==> src/rtl/aes_pkg.sv <==
// Shared types, constants and GF(2^8) helpers for the AES MixColumns block.
// Optional inverse support is enabled in the top by AES_MIXCOL_INV_EN.
package aes_pkg;

  typedef enum logic [1:0] {
    IDLE = 2'd0,
    RUN  = 2'd1,
    DONE = 2'd2
  } state_t;

  localparam logic [7:0] AES_POLY = 8'h1B;
  localparam int         NUM_COLS = 4;
  localparam logic [1:0] LAST_COL = 2'(NUM_COLS - 1);

  function automatic logic [7:0] xtime(input logic [7:0] a);
    return {a[6:0], 1'b0} ^ (AES_POLY & {8{a[7]}});
  endfunction

endpackage

==> src/rtl/aes_mixcolumn.sv <==
// Combinational forward MixColumns on one 32-bit column.
// Row 0 is the most significant byte.
module aes_mixcolumn
  import aes_pkg::*;
(
  input  logic [31:0] i_col,
  output logic [31:0] o_col
);

  logic [7:0] w_a0, w_a1, w_a2, w_a3;
  logic [7:0] w_x0, w_x1, w_x2, w_x3;

  assign {w_a0, w_a1, w_a2, w_a3} = i_col;

  assign w_x0 = xtime(w_a0);
  assign w_x1 = xtime(w_a1);
  assign w_x2 = xtime(w_a2);
  assign w_x3 = xtime(w_a3);

  // 3*a is xtime(a) ^ a
  assign o_col[31:24] = w_x0 ^ w_x1 ^ w_a1 ^ w_a2 ^ w_a3;
  assign o_col[23:16] = w_a0 ^ w_x1 ^ w_x2 ^ w_a2 ^ w_a3;
  assign o_col[15:8]  = w_a0 ^ w_a1 ^ w_x2 ^ w_x3 ^ w_a3;
  assign o_col[7:0]   = w_x0 ^ w_a0 ^ w_a1 ^ w_a2 ^ w_x3;

endmodule

==> src/rtl/aes_mixcolumn_ctrl.sv <==
// Column-serial AES MixColumns controller: one column per RUN cycle.
// Define AES_MIXCOL_INV_EN to add the in_inv port and InvMixColumns.
module aes_mixcolumn_ctrl
  import aes_pkg::*;
(
`ifdef AES_MIXCOL_INV_EN
  input  logic         in_inv,
`endif
  input  logic         clk,
  input  logic         rst_n,
  input  logic         in_valid,
  output logic         in_ready,
  input  logic [127:0] in_state,
  input  logic         in_bypass,
  output logic         out_valid,
  input  logic         out_ready,
  output logic [127:0] out_state,
  output logic         busy
);

  state_t       r_state;
  logic [1:0]   r_cnt;
  logic [127:0] r_data;
  logic [127:0] r_res;
  logic         r_byp;
  logic         r_out_valid;
  logic         r_busy;

  logic [31:0]  w_col;
  logic [31:0]  w_pre;
  logic [31:0]  w_mixed;
  logic [31:0]  w_wr;

  always_comb begin
    w_col = r_data[127:96];
    unique case (r_cnt)
      2'd0: w_col = r_data[127:96];
      2'd1: w_col = r_data[95:64];
      2'd2: w_col = r_data[63:32];
      2'd3: w_col = r_data[31:0];
      default: w_col = r_data[127:96];
    endcase
  end

`ifdef AES_MIXCOL_INV_EN
  logic       r_inv;
  logic [7:0] w_u;
  logic [7:0] w_v;

  always_ff @(posedge clk or negedge rst_n) begin
    if (!rst_n) begin
      r_inv <= 1'b0;
    end else if (r_state == IDLE && in_valid) begin
      r_inv <= in_inv;
    end
  end

  // InvMixColumns = forward matrix applied after this preprocessing
  assign w_u = xtime(xtime(w_col[31:24] ^ w_col[15:8]));
  assign w_v = xtime(xtime(w_col[23:16] ^ w_col[7:0]));

  assign w_pre = r_inv ? {w_col[31:24] ^ w_u,
                          w_col[23:16] ^ w_v,
                          w_col[15:8]  ^ w_u,
                          w_col[7:0]   ^ w_v}
                       : w_col;
`else
  assign w_pre = w_col;
`endif

  aes_mixcolumn u_mixcolumn (
    .i_col (w_pre),
    .o_col (w_mixed)
  );

  assign w_wr = r_byp ? w_col : w_mixed;

  always_ff @(posedge clk or negedge rst_n) begin
    if (!rst_n) begin
      r_state     <= IDLE;
      r_cnt       <= 2'd0;
      r_data      <= '0;
      r_res       <= '0;
      r_byp       <= 1'b0;
      r_out_valid <= 1'b0;
      r_busy      <= 1'b0;
    end else begin
      unique case (r_state)
        IDLE: begin
          if (in_valid) begin
            r_data  <= in_state;
            r_byp   <= in_bypass;
            r_cnt   <= 2'd0;
            r_busy  <= 1'b1;
            r_state <= RUN;
          end
        end
        RUN: begin
          unique case (r_cnt)
            2'd0: r_res[127:96] <= w_wr;
            2'd1: r_res[95:64]  <= w_wr;
            2'd2: r_res[63:32]  <= w_wr;
            2'd3: r_res[31:0]   <= w_wr;
            default: r_res[127:96] <= w_wr;
          endcase
          r_cnt <= r_cnt + 2'd1;
          if (r_cnt == LAST_COL) begin
            r_out_valid <= 1'b1;
            r_state     <= DONE;
          end
        end
        DONE: begin
          if (out_ready) begin
            r_out_valid <= 1'b0;
            r_busy      <= 1'b0;
            r_state     <= IDLE;
          end
        end
        default: begin
          r_out_valid <= 1'b0;
          r_busy      <= 1'b0;
          r_state     <= IDLE;
        end
      endcase
    end
  end

  assign in_ready  = (r_state == IDLE);
  assign out_valid = r_out_valid;
  assign out_state = r_res;
  assign busy      = r_busy;

endmodule
==> config.mk <==
export PLATFORM = sky130hd
export DESIGN_NAME = aes_mixcolumn_ctrl
export DESIGN_NICKNAME = d
export VERILOG_FILES = /design/src/rtl/aes_pkg.sv /design/src/rtl/aes_mixcolumn.sv /design/src/rtl/aes_mixcolumn_ctrl.sv
export SDC_FILE = /design/constraint.sdc
export NUM_CORES = 1
export LEC_CHECK = 0
export ABC_AREA = 1
export CORE_ASPECT_RATIO = 0.6
export CORE_MARGIN = 2
export CORE_UTILIZATION = 57
export DETAILED_ROUTE_END_ITERATION = 10
export GPL_TIMING_DRIVEN = 0
export PLACE_DENSITY_LB_ADDON = 0.08
export SLEW_MARGIN = 20
export SYNTH_ARGS = -nofsm -noshare
export SYNTH_HDL_FRONTEND = slang
export SYNTH_HIERARCHICAL = 1
export SYNTH_SLANG_ARGS = --single-unit
export TNS_END_PERCENT = 10
==> constraint.sdc <==
create_clock -name clk -period 4.52 [get_ports clk]
set_input_delay 1.356 -clock clk [delete_from_list [all_inputs] [get_ports clk]]
set_output_delay 1.356 -clock clk [all_outputs]
set_load 0.05 [all_outputs]
==> results.sh <==
export IMPL_cts_buffers=24
export IMPL_setup_ws_ns=0.842
export IMPL_post_place_ws_ns=1.26
export IMPL_yosysTopAreaCell="dfrtp_1"
export IMPL_grt_pass1_vias=13300
export IMPL_drt_iter0_drc=1588
export IMPL_syn_nets=2019
export IMPL_cp_cell_sequence="inv_1, ha_1, buf_2, clkbuf_1, nand2_1, nand2_1, inv_1, nand2_1, nand2_1, nand2_1, nand2_1, xor2_1, or2_2, nand3_1, nand2_1"
export IMPL_insertion_delay_ns=0.54
export IMPL_die_w_um=203
export IMPL_syn_area_um2=13500
export IMPL_dp_hpwl_um=34700
export IMPL_io_buffers=263
export IMPL_r2r_slack_ns=0.84
export IMPL_maxCapViolations=0
export IMPL_worstSetupPathType="reg2reg"
export IMPL_async_flop_share_pct=100
export IMPL_cp_start_kind="flop"
export IMPL_grt_pass1_wl_um=71800
export IMPL_rsz0062_at_grt="false"
export IMPL_fin_nets=2310
export IMPL_clock_path_buffers=3
export IMPL_finalClockSkew_ns=0.0174
export IMPL_die_area_um2=25000
export IMPL_hp_class="reg2reg"
export IMPL_ys_ff_latch=263
export IMPL_grt_max_degree=100
export IMPL_drtAntennaViolNets=0
export IMPL_clkTransAtPathRegs_ns=0.07
export IMPL_critPathSlowestCell="xor2_1"
export IMPL_reg2reg_from="r_cnt[0]"
export IMPL_wl_per_cell_um=18.4
export IMPL_ys_top_cells_by_count="nand2_1, dfrtp_1, nand3_1, inv_1, buf_2"
export IMPL_areaGrowthSynthToFinish_pct=29.2
export IMPL_status="completed"
export IMPL_root_buffer="clkbuf_16"
export IMPL_core_um2=23200
export IMPL_vias=13800
export IMPL_num_rows=43
export IMPL_ys_dominant_reg_cell="dfrtp_1"
export IMPL_drt_total_wl_um=46000
export IMPL_yosysWarnings=6
export IMPL_diodes=0
export IMPL_antenna_found_initial=0
export IMPL_worst_ep_required_time_ns=4.99
export IMPL_cts_hold_buffers=0
export IMPL_synth_avg_cell_area_um2=7.19
export IMPL_synthTopCellsByArea="dfrtp_1, nand2_1, nand3_1"
export IMPL_syn_inst=1881
export IMPL_worst_path_buf_inv=4
export IMPL_worstHoldPathCells=2
export IMPL_netlist_area_leader_share_pct=48.7
export IMPL_via_per_inst=5.52
export IMPL_cp_max_fo=10
export IMPL_synth_cell_type_count=28
export IMPL_fin_crit_sh_pct=81.4
export IMPL_final_area_um2=17500
export IMPL_arrival_ns=4.14
export IMPL_worst_pin_slew_ns=0.635
export IMPL_synth_edff_count=0
export IMPL_place_gp_congestion=1.01
export IMPL_firstDrtPassIters=6
export IMPL_slowest_delay_ns=0.52
export IMPL_gr_total_overflow=0
export IMPL_whs_ns=0.480
export IMPL_startpoint="r_cnt[0]"
export IMPL_groute_usage_overall_pct=37.7
export IMPL_yosysMostFrequentCell="nand2_1"
export IMPL_initial_utilization_pct=58.3
export IMPL_seq_area_frac_synth_pct=48.7
export IMPL_crit_family="simple AND/OR/NAND/NOR gates"
export IMPL_endpoint="out_state[18]"
export IMPL_slew_violations=0
export IMPL_ctsHtreeMaxLevel=1
export IMPL_post_cts_buffers=0
export IMPL_ff2ff_path_depth=15
export IMPL_io_pins=264
export IMPL_cts_resized=0
export IMPL_cpMostUsedCell="nand2_1"
export IMPL_cts_tree="built"
export IMPL_setup_violations=0
export IMPL_max_slew_margin_pct=57.5
export IMPL_cts_num_sinks=263
export IMPL_die_height_um=123
export IMPL_clock_fmax_mhz=272
export IMPL_finalHoldViolations=0
export IMPL_dpl_cell_area_um2=16600
export IMPL_end_kind="flop"
export IMPL_worst_path_stages=15
export IMPL_drive_gt1_share_pct=8.13
export IMPL_drcViolationCount=0
export IMPL_period_needed_ns=3.68
export IMPL_r2r_end="out_state[18]"
how the worst min path moves through the flow:
stage                               from              to  slack (ns)
after floorplan              r_data[112]     r_data[112]        0.45
after global placement         r_data[3]       r_data[3]        0.46
after detailed placement      r_data[20]      r_data[20]        0.47
after CTS                     r_data[76]      r_data[76]        0.48
after global routing          r_data[37]      r_data[37]        0.50
final                     out_state[112]  out_state[112]        0.48
flip-flops by register name, summed over array words and instances (netlist names):
| name | flops |
|---|---|
| out_state | 128 |
| r_data | 128 |
| r_cnt | 2 |
| r_state | 2 |
| busy | 1 |
| out_valid | 1 |
| r_byp | 1 |
area by class of cell:
| type | count | area, µm² |
|---|---|---|
| Fill cell | 1773 | 5720 |
| Sequential cell | 263 | 6580 |
| Timing Repair Buffer | 265 | 2690 |
| Clock buffer | 32 | 712 |
| Buffer | 94 | 544 |
| Clock inverter | 12 | 148 |
| Tap cell | 315 | 394 |
| Inverter | 71 | 269 |
| Multi-Input combinational cell | 1453 | 6130 |
worst register-to-register path, cell delays in order (launching register included):
cell and delay [ns]:
dfrtp_1 0.43, inv_1 0.14, ha_1 0.17, buf_2 0.18
clkbuf_1 0.49, nand2_1 0.16, nand2_1 0.43, inv_1 0.21
nand2_1 0.16, nand2_1 0.07, nand2_1 0.06, nand2_1 0.07
xor2_1 0.52, or2_2 0.30, nand3_1 0.12, nand2_1 0.09
cells by family after synthesis:
group,count (synthesis),share of synthesized area [%]
buffers and inverters,165,6.02
xor gates and xnor gates,34,2.31
and+or+nand+nor,1407,42.2
adders and majority gates,5,0.463
DFF,263,48.7
AOI/OAI and AO/OA,7,0.315
stage by stage:
| stage | cells | setup TNS, ns | utilization, % |
|---|---|---|---|
| floorplan | 1881 | 0 | - |
| detailed placement | 2461 | 0 | 71.6 |
| global route | 2505 | 0 | 75.3 |
| global placement | 2459 | -2331.42 | 71.4 |
| CTS | 2505 | 0 | 75.3 |
| finish | 2505 | 0 | 75.3 |
cell usage in the layout, fill, tap and decap left out, drive strengths merged, types with 2 or more instances in the layout:
master and n:
buf 79, bufinv 3, clkbuf 50, clkdlybuf4s50 262, clkinv 7, clkinvlp 2
dfrtp 263, ha 5, inv 71, nand2 1116, nand3 235, nand3b 2
nand4 2, nor2 18, o21ai 4, or2 34, xnor2 15, xor2 19
metal layers:
metal  track usage, %  share of wire (%)  vias to the layer above
li1                 -                  -                     6369
met1             55.3                 43                     6545
met2             54.1                 41                      823
met3             11.0                 14                      100
met4             10.8                2.7                        2
met5             3.57               0.27                        -
Power is left out: the tool's default activity adds up to more than one toggle a clock period on the data nets, which glitch-free logic cannot reach.
